### src/rtl/uart_rx_param.sv
// Oversampled UART receiver with configurable frame format, valid/ready output and error flags.
// Line-break detection is built only when UART_RX_BREAK_DET_EN is defined.
module uart_rx_param #(
    parameter int CLK_FREQ   = 50_000_000,
    parameter int BAUD       = 115200,
    parameter int OVERSAMPLE = 16,
    parameter int DATA_BITS  = 8,
    parameter int PARITY     = 0,
    parameter int STOP_BITS  = 1
) (
    input  logic                 clk,
    input  logic                 rst_n,
    input  logic                 rx,
    output logic [DATA_BITS-1:0] dout,
    output logic                 dout_valid,
    input  logic                 dout_ready,
    output logic                 parity_err,
    output logic                 frame_err,
    output logic                 overrun,
    output logic                 busy,
    output logic                 break_det
);
    localparam int DIV = CLK_FREQ / (BAUD * OVERSAMPLE);
    localparam int TW  = (DIV > 1) ? $clog2(DIV) : 1;
    localparam int SW  = $clog2(OVERSAMPLE);
    localparam logic [TW-1:0] TICK_LAST = TW'(DIV - 1);
    localparam logic [SW-1:0] SMP_LAST  = SW'(OVERSAMPLE - 1);
    localparam logic [SW-1:0] SMP_A     = SW'(OVERSAMPLE / 2 - 1);
    localparam logic [SW-1:0] SMP_B     = SW'(OVERSAMPLE / 2);
    localparam logic [SW-1:0] SMP_C     = SW'(OVERSAMPLE / 2 + 1);
    localparam logic [2:0]    BIT_LAST  = 3'(DATA_BITS - 1);
    localparam logic          STOP_LAST = 1'(STOP_BITS - 1);

    typedef enum logic [2:0] {IDLE, START, DATA, PAR, STOP, BRK} state_t;

    state_t                 state_q;
    logic                   rx_s1_q, rx_s2_q, rx_prev_q;
    logic [1:0]             arm_cnt_q;
    logic [TW-1:0]          tick_cnt_q;
    logic [SW-1:0]          smp_cnt_q;
    logic [2:0]             bit_cnt_q;
    logic                   stop_cnt_q;
    logic                   s0_q, s1_q;
    logic [DATA_BITS-1:0]   shift_q;
    logic                   perr_q, ferr_q, done_q, busy_q;
    logic [DATA_BITS-1:0]   dout_q;
    logic                   dout_valid_q, parity_err_q, frame_err_q, overrun_q;

    logic tick, decide, maj, par_x, armed, start_edge;

    assign tick       = (tick_cnt_q == TICK_LAST);
    assign decide     = tick && (smp_cnt_q == SMP_C);
    assign maj        = (s0_q & s1_q) | (s0_q & rx_s2_q) | (s1_q & rx_s2_q);
    assign par_x      = (^shift_q) ^ maj;
    // Arming needs three synced highs so the synchroniser's reset value cannot fake an idle line.
    assign armed      = (arm_cnt_q == 2'd3);
    assign start_edge = (state_q == IDLE) && armed && rx_prev_q && !rx_s2_q;

`ifdef UART_RX_BREAK_DET_EN
    logic          zero_q, break_q;
    logic [SW-1:0] hold_cnt_q;

    always_ff @(posedge clk or negedge rst_n) begin
        if (!rst_n) begin
            zero_q <= 1'b0;
        end else if (decide) begin
            zero_q <= (state_q == START) ? ~maj : (zero_q & ~maj);
        end
    end
    assign break_det = break_q;
`else
    assign break_det = 1'b0;
`endif

    always_ff @(posedge clk or negedge rst_n) begin
        if (!rst_n) begin
            state_q    <= IDLE;
            rx_s1_q    <= 1'b1;
            rx_s2_q    <= 1'b1;
            rx_prev_q  <= 1'b1;
            arm_cnt_q  <= 2'd0;
            tick_cnt_q <= '0;
            smp_cnt_q  <= '0;
            bit_cnt_q  <= 3'd0;
            stop_cnt_q <= 1'b0;
            s0_q       <= 1'b1;
            s1_q       <= 1'b1;
            shift_q    <= '0;
            perr_q     <= 1'b0;
            ferr_q     <= 1'b0;
            done_q     <= 1'b0;
            busy_q     <= 1'b0;
`ifdef UART_RX_BREAK_DET_EN
            break_q    <= 1'b0;
            hold_cnt_q <= '0;
`endif
        end else begin
            rx_s1_q   <= rx;
            rx_s2_q   <= rx_s1_q;
            rx_prev_q <= rx_s2_q;
            done_q    <= 1'b0;
`ifdef UART_RX_BREAK_DET_EN
            break_q   <= 1'b0;
`endif
            if (!armed) arm_cnt_q <= rx_s2_q ? (arm_cnt_q + 2'd1) : 2'd0;

            if (start_edge) begin
                tick_cnt_q <= '0;
                smp_cnt_q  <= '0;
            end else if (tick) begin
                tick_cnt_q <= '0;
                smp_cnt_q  <= (smp_cnt_q == SMP_LAST) ? '0 : (smp_cnt_q + SW'(1));
            end else begin
                tick_cnt_q <= tick_cnt_q + TW'(1);
            end

            if (tick && smp_cnt_q == SMP_A) s0_q <= rx_s2_q;
            if (tick && smp_cnt_q == SMP_B) s1_q <= rx_s2_q;

            case (state_q)
                IDLE: begin
                    if (start_edge) begin
                        state_q <= START;
                        busy_q  <= 1'b1;
                    end
                end
                START: begin
                    if (decide) begin
                        if (!maj) begin
                            state_q    <= DATA;
                            bit_cnt_q  <= 3'd0;
                            stop_cnt_q <= 1'b0;
                            perr_q     <= 1'b0;
                            ferr_q     <= 1'b0;
                        end else begin
                            state_q <= IDLE;
                            busy_q  <= 1'b0;
                        end
                    end
                end
                DATA: begin
                    if (decide) begin
                        shift_q   <= {maj, shift_q[DATA_BITS-1:1]};
                        bit_cnt_q <= bit_cnt_q + 3'd1;
                        if (bit_cnt_q == BIT_LAST) state_q <= (PARITY != 0) ? PAR : STOP;
                    end
                end
                PAR: begin
                    if (decide) begin
                        perr_q  <= (PARITY == 1) ? ~par_x : par_x;
                        state_q <= STOP;
                    end
                end
                STOP: begin
                    if (decide) begin
                        ferr_q     <= ferr_q | ~maj;
                        stop_cnt_q <= stop_cnt_q + 1'b1;
                        // Leave at the mid-bit sample so the next start edge can be caught early.
                        if (stop_cnt_q == STOP_LAST) begin
                            busy_q  <= 1'b0;
                            state_q <= IDLE;
`ifdef UART_RX_BREAK_DET_EN
                            if (zero_q && !maj) begin
                                state_q    <= BRK;
                                break_q    <= 1'b1;
                                hold_cnt_q <= '0;
                            end else begin
                                done_q <= 1'b1;
                            end
`else
                            done_q <= 1'b1;
`endif
                        end
                    end
                end
`ifdef UART_RX_BREAK_DET_EN
                BRK: begin
                    if (!rx_s2_q) begin
                        hold_cnt_q <= '0;
                    end else if (tick) begin
                        if (hold_cnt_q == SMP_LAST) state_q <= IDLE;
                        else hold_cnt_q <= hold_cnt_q + SW'(1);
                    end
                end
`endif
                default: state_q <= IDLE;
            endcase
        end
    end

    // Output holding register: a completed frame loads only if the slot is free or being accepted now.
    always_ff @(posedge clk or negedge rst_n) begin
        if (!rst_n) begin
            dout_q       <= '0;
            dout_valid_q <= 1'b0;
            parity_err_q <= 1'b0;
            frame_err_q  <= 1'b0;
            overrun_q    <= 1'b0;
        end else begin
            overrun_q <= 1'b0;
            if (done_q) begin
                if (!dout_valid_q || dout_ready) begin
                    dout_q       <= shift_q;
                    parity_err_q <= perr_q;
                    frame_err_q  <= ferr_q;
                    dout_valid_q <= 1'b1;
                end else begin
                    overrun_q <= 1'b1;
                end
            end else if (dout_valid_q && dout_ready) begin
                dout_valid_q <= 1'b0;
            end
        end
    end

    assign dout       = dout_q;
    assign dout_valid = dout_valid_q;
    assign parity_err = parity_err_q;
    assign frame_err  = frame_err_q;
    assign overrun    = overrun_q;
    assign busy       = busy_q;
endmodule

### config.mk
export PLATFORM = sky130hd
export DESIGN_NAME = uart_rx_param
export DESIGN_NICKNAME = d
export VERILOG_FILES = /design/src/rtl/uart_rx_param.sv
export SDC_FILE = /design/constraint.sdc
export NUM_CORES = 1
export LEC_CHECK = 0
export CAP_MARGIN = 10
export CORE_ASPECT_RATIO = 0.6
export CORE_MARGIN = 1.5
export CORE_UTILIZATION = 23
export CTS_CLUSTER_DIAMETER = 50
export DETAILED_ROUTE_END_ITERATION = 12
export GPL_TIMING_DRIVEN = 0
export PLACE_DENSITY = 0.41
export SYNTH_ARGS = -nofsm -noshare
export SYNTH_HDL_FRONTEND = slang
export SYNTH_SLANG_ARGS = --single-unit
### constraint.sdc
create_clock -name clk -period 1.78 [get_ports clk]
set_clock_uncertainty 0.1 [all_clocks]
set_input_delay 0.178 -clock clk [delete_from_list [all_inputs] [get_ports clk]]
set_output_delay 0.178 -clock clk [all_outputs]
set_load 0.05 [all_outputs]
==> summary by stage <==
Outcome
The run finished, with violations left. The checks that failed: negative setup slack.

Hold path
The path type of the worst min-delay path is input pin to flop. The worst hold path stage count is 1.

Synthesis
Counting every net in the synthesized netlist gives 194. Of the synthesized area, sequential elements account for 53.3%. The async set-reset flop share out of synthesis is 100%. After Yosys synthesis, full adders, half adders and majority gates account for 4.96% of the synthesized area. The netlist area before placement is 2220 um^2. The count of synthesis-stage warnings from yosys is 0.

Summing the areas of all compound-gate instances in the mapped netlist gives 8.12% of the synthesized area. The synthesized area divided by synthesized cell count is 12.2 um^2. The synthesized netlist devotes 5.36% of its cell area to XOR and XNOR gates.

Synthesis handed over a netlist of 182 instances. Yosys mapped a number of flops with a built-in enable equal to 0. By area, the combinational part of the netlist is dominated by simple AND/OR/NAND/NOR gates. The number of distinct library cells after synthesis is 44.

Counting flops and latches in the post-synthesis netlist gives 47. Among all flip-flop cells after synthesis, the most frequent one is dfrtp_1. Summing the areas of all and, or, nand and nor instances in the mapped netlist gives 14.1% of the synthesized area. Of the post-synthesis cell area, the part taken by muxes is 11.5%.

Floorplan
The starting utilization of the core area is 24.0%. The site row count is 27. The count of boundary I/O pins is 18. The die covers 10300 um^2.

From bottom edge to top edge, the die measures 79.1 um. The die is 130 um wide. The core region is 9260 um^2.

Routing
The wire length after detailed routing is 4610 um. The DRC violation count after routing is 0. For this block, the via count after detailed routing is 1443. The number of vias per cell is 4.13. The final routed wire length divided by cell count is 13.2 um. The first detailed-routing pass ran for 4 iterations. After the first detailed-routing iteration, the DRC count stood at 33. In this run the remaining antenna-violating nets after routing total 0.

Power and ir drop
In this run the power density over the cells is 988 nW/um^2. VDD sags by at most 0.402 mV. The internal power is 0.00206 W. The analysis attributes to net switching a power of 0.000841 W.

The clock network fraction of total power is 34.1%. For this design the static power due to leakage is 1.27 nW. The switching power share of the total is 29.0%.

The portion of total power attributed to combinational logic is 20.5%. Of the total power, registers draw 45.4%. Power comes to 0.00290 W.

Placement
The cell area after placement is 2570 um^2. Once detailed placement completed, the half-perimeter wirelength came to 3020 um. The congestion estimate from routability-driven global placement came to 0.802. The port buffer count is 16. Timing analysis after detailed placement gives a worst setup slack of -0.258 ns.

Finish
After routing the design area is 2940 um^2. The number of antenna diodes in the final layout is 0. The share of layout cells above drive strength 1 is 34.2%. The area occupied by registers is 1180 um^2. The area occupied by multi-input gates is 1090 um^2. The final core area utilization is 31.7%. The final net count is 230.

The total of fill cells in the finished design is 947. The area growth from synthesis to layout is 32.3%.

CTS
The TritonCTS clock tree is yes. Counting the buffers created by CTS gives 5. The longest clock path from root to sink contains 2 buffers. The worst-skew pair later-pin latency is 0.29 ns. Clock-pin slew was measured on the worst setup and hold paths at 0.06 ns.

The number of clock sinks is 47. The H-tree depth is 2. The root buffer cell is clkbuf_16.

Timing
Setup violations remaining at the end of the flow were counted as 3. For the pin with the worst max-slew slack, the measured transition is 0.497 ns. The post-route worst setup slack is -0.0298 ns. The smallest hold slack is 0.191 ns. The final hold violation count is 0. The shortest clock period the worst path allows after layout is 1.81 ns. Measured against its own limit, the worst slew margin works out to 66.8%. Timing would allow up to 0.553 GHz.

The worst path uses 102% of the clock period. The number of max-slew violations in the final report is 0. Setup repair after global routing could not meet its margin everywhere.

Worst setup path
The worst setup path is launched from a flop. The kind of end point of the critical path is a flop. The data required time of the critical path is 1.86 ns.

In this run the worst path has a maximum fanout of 4. At the worst endpoint, the arrival time is 1.89 ns. Counting cells, the worst reg-to-reg path comes to 7. The class of the most critical setup path is flop to flop.

Global route
The pin count of the biggest net entering global routing is 34. The via count of the first global-routing pass is 1406. The first global-routing pass estimated 7460 um of wire. The number of antenna violations at the first check in global routing is 0.

Global routing finished with a remaining overflow of 0. The global routing usage summed across all routing layers is 9.74%.

Run
Across the run, the number of max-cap violations was 0.
[logic make-up (layout without fill, tap and decap cells)]
kind of cell,count (synthesis),count (layout)
adders and majority gates,9,9
AOI/OAI and AO/OA,28,28
xor gates and xnor gates,12,12
muxes,23,23
and+or+nand+nor,49,49
buffers and inverters,13,50
other,1,1
DFF,47,47
[state kept, by name, indices dropped and copies added (netlist names), 2 cells and up]
signal,cells
dout,8
shift_q,8
tick_cnt_q,5
smp_cnt_q,4
bit_cnt_q,3
state_q,3
arm_cnt_q,2
[synthesized netlist by cell type, types with 2 or more instances]
library cell  number  share of area [%]
o31ai_1            5                1.7
buf_2              3               0.68
or4_1              2               0.68
o2bb2ai_1          2               0.79
xor2_1             4                1.6
ha_1               8                4.5
nor4_1             2               0.56
nand3b_1           2               0.68
nand2b_1           2               0.56
mux2_2            20                 10
nand3_1            3               0.68
dfrtp_1           42                 47
nor2_1            11                1.9
mux2i_1            3                1.4
a21oi_1            7                1.6
nand4_1            2               0.56
dfstp_2            5                5.9
xnor2_1            7                2.8
o21ai_0            8                1.8
nand2_1           13                2.2
inv_1              8                1.4
[routing by layer]
metal | routed length, um | share of wire (%) | global-route usage, % | up-vias
li1 | - | - | - | 712
met1 | 2600 | 56 | 15.0 | 706
met2 | 1770 | 39 | 12.3 | 18
met3 | 161 | 3.5 | 2.83 | 7
met4 | 76 | 1.6 | 4.00 | 0
met5 | 0 | 0 | 0 | -
[power groups by stage]
stage	clock (W)	combinational (W)	sequential [W]
floorplan	0	0.000362	0.00131
global placement	0	0.000453	0.00135
detailed placement	0	0.000465	0.00134
CTS	0.00103	0.000545	0.00132
global route	0.00109	0.000672	0.00133
finish	0.000989	0.000594	0.00132
[worst paths after layout]
check	end	slack [ns]	startpoint
min	rx_s1_q	0.19	rx
min reg2reg	rx_s2_q	0.26	rx_s1_q
max reg2reg	bit_cnt_q[0]	-0.03	tick_cnt_q[0]
max	bit_cnt_q[0]	-0.03	tick_cnt_q[0]
min in group asynchronous	dout_valid	0.23	rst_n
max in group asynchronous	rx_prev_q	0.77	rst_n
[critical path: stages, from the launching register on]
cell,delay (ns)
dfrtp_1,0.38
inv_1,0.06
ha_2,0.19
and4b_1,0.22
buf_6,0.12
nand3_4,0.07
o31a_1,0.31
a22o_1,0.24
[area by class of cell]
class / count / share of cell area (%)
sequential: 47 / 40.3
multi-input combinational: 122 / 37.2
timing repair buffer: 30 / 9.59
tap: 130 / 5.54
clock buffer: 8 / 5.33
inverter: 8 / 1.02
buffer: 4 / 0.980
[layout by cell type (no fill, tap or decap), drive strengths merged, types with 2 or more instances in the layout]
cell type and instances:
xor2 4, nand3 4, nor4 3, mux2i 3, buf 17, o31ai 5, dfstp 5, nand2 14
a21oi 7, nand2b 2, xnor2 7, o21ai 8, or4 2, nor2 11, dfrtp 42, inv 8
ha 8, clkdlybuf4s50 14, clkbuf 9, nand4 2, nand3b 2, mux2 20, o2bb2ai 2
[per-stage QoR]
step | setup TNS (ns) | instances
5_1_grt | -0.944 | 349
3_5_place_dp | -3.96 | 329
6_report | -0.0398 | 349
2_1_floorplan | -0.245 | 182
4_1_cts | -0.177 | 347
3_3_place_gp | -51.47 | 328
[repair_timing]
item / in CTS / in global routing
gates resized for setup: 15 / 15
pin swaps: 8 / 7
buffers inserted: 10 / 2
hold buffers: 1 / 0
endpoints found under the setup margin: 24 / 19
endpoints found under the hold margin: 14 / 0
Power figures use the tool's default switching activity.
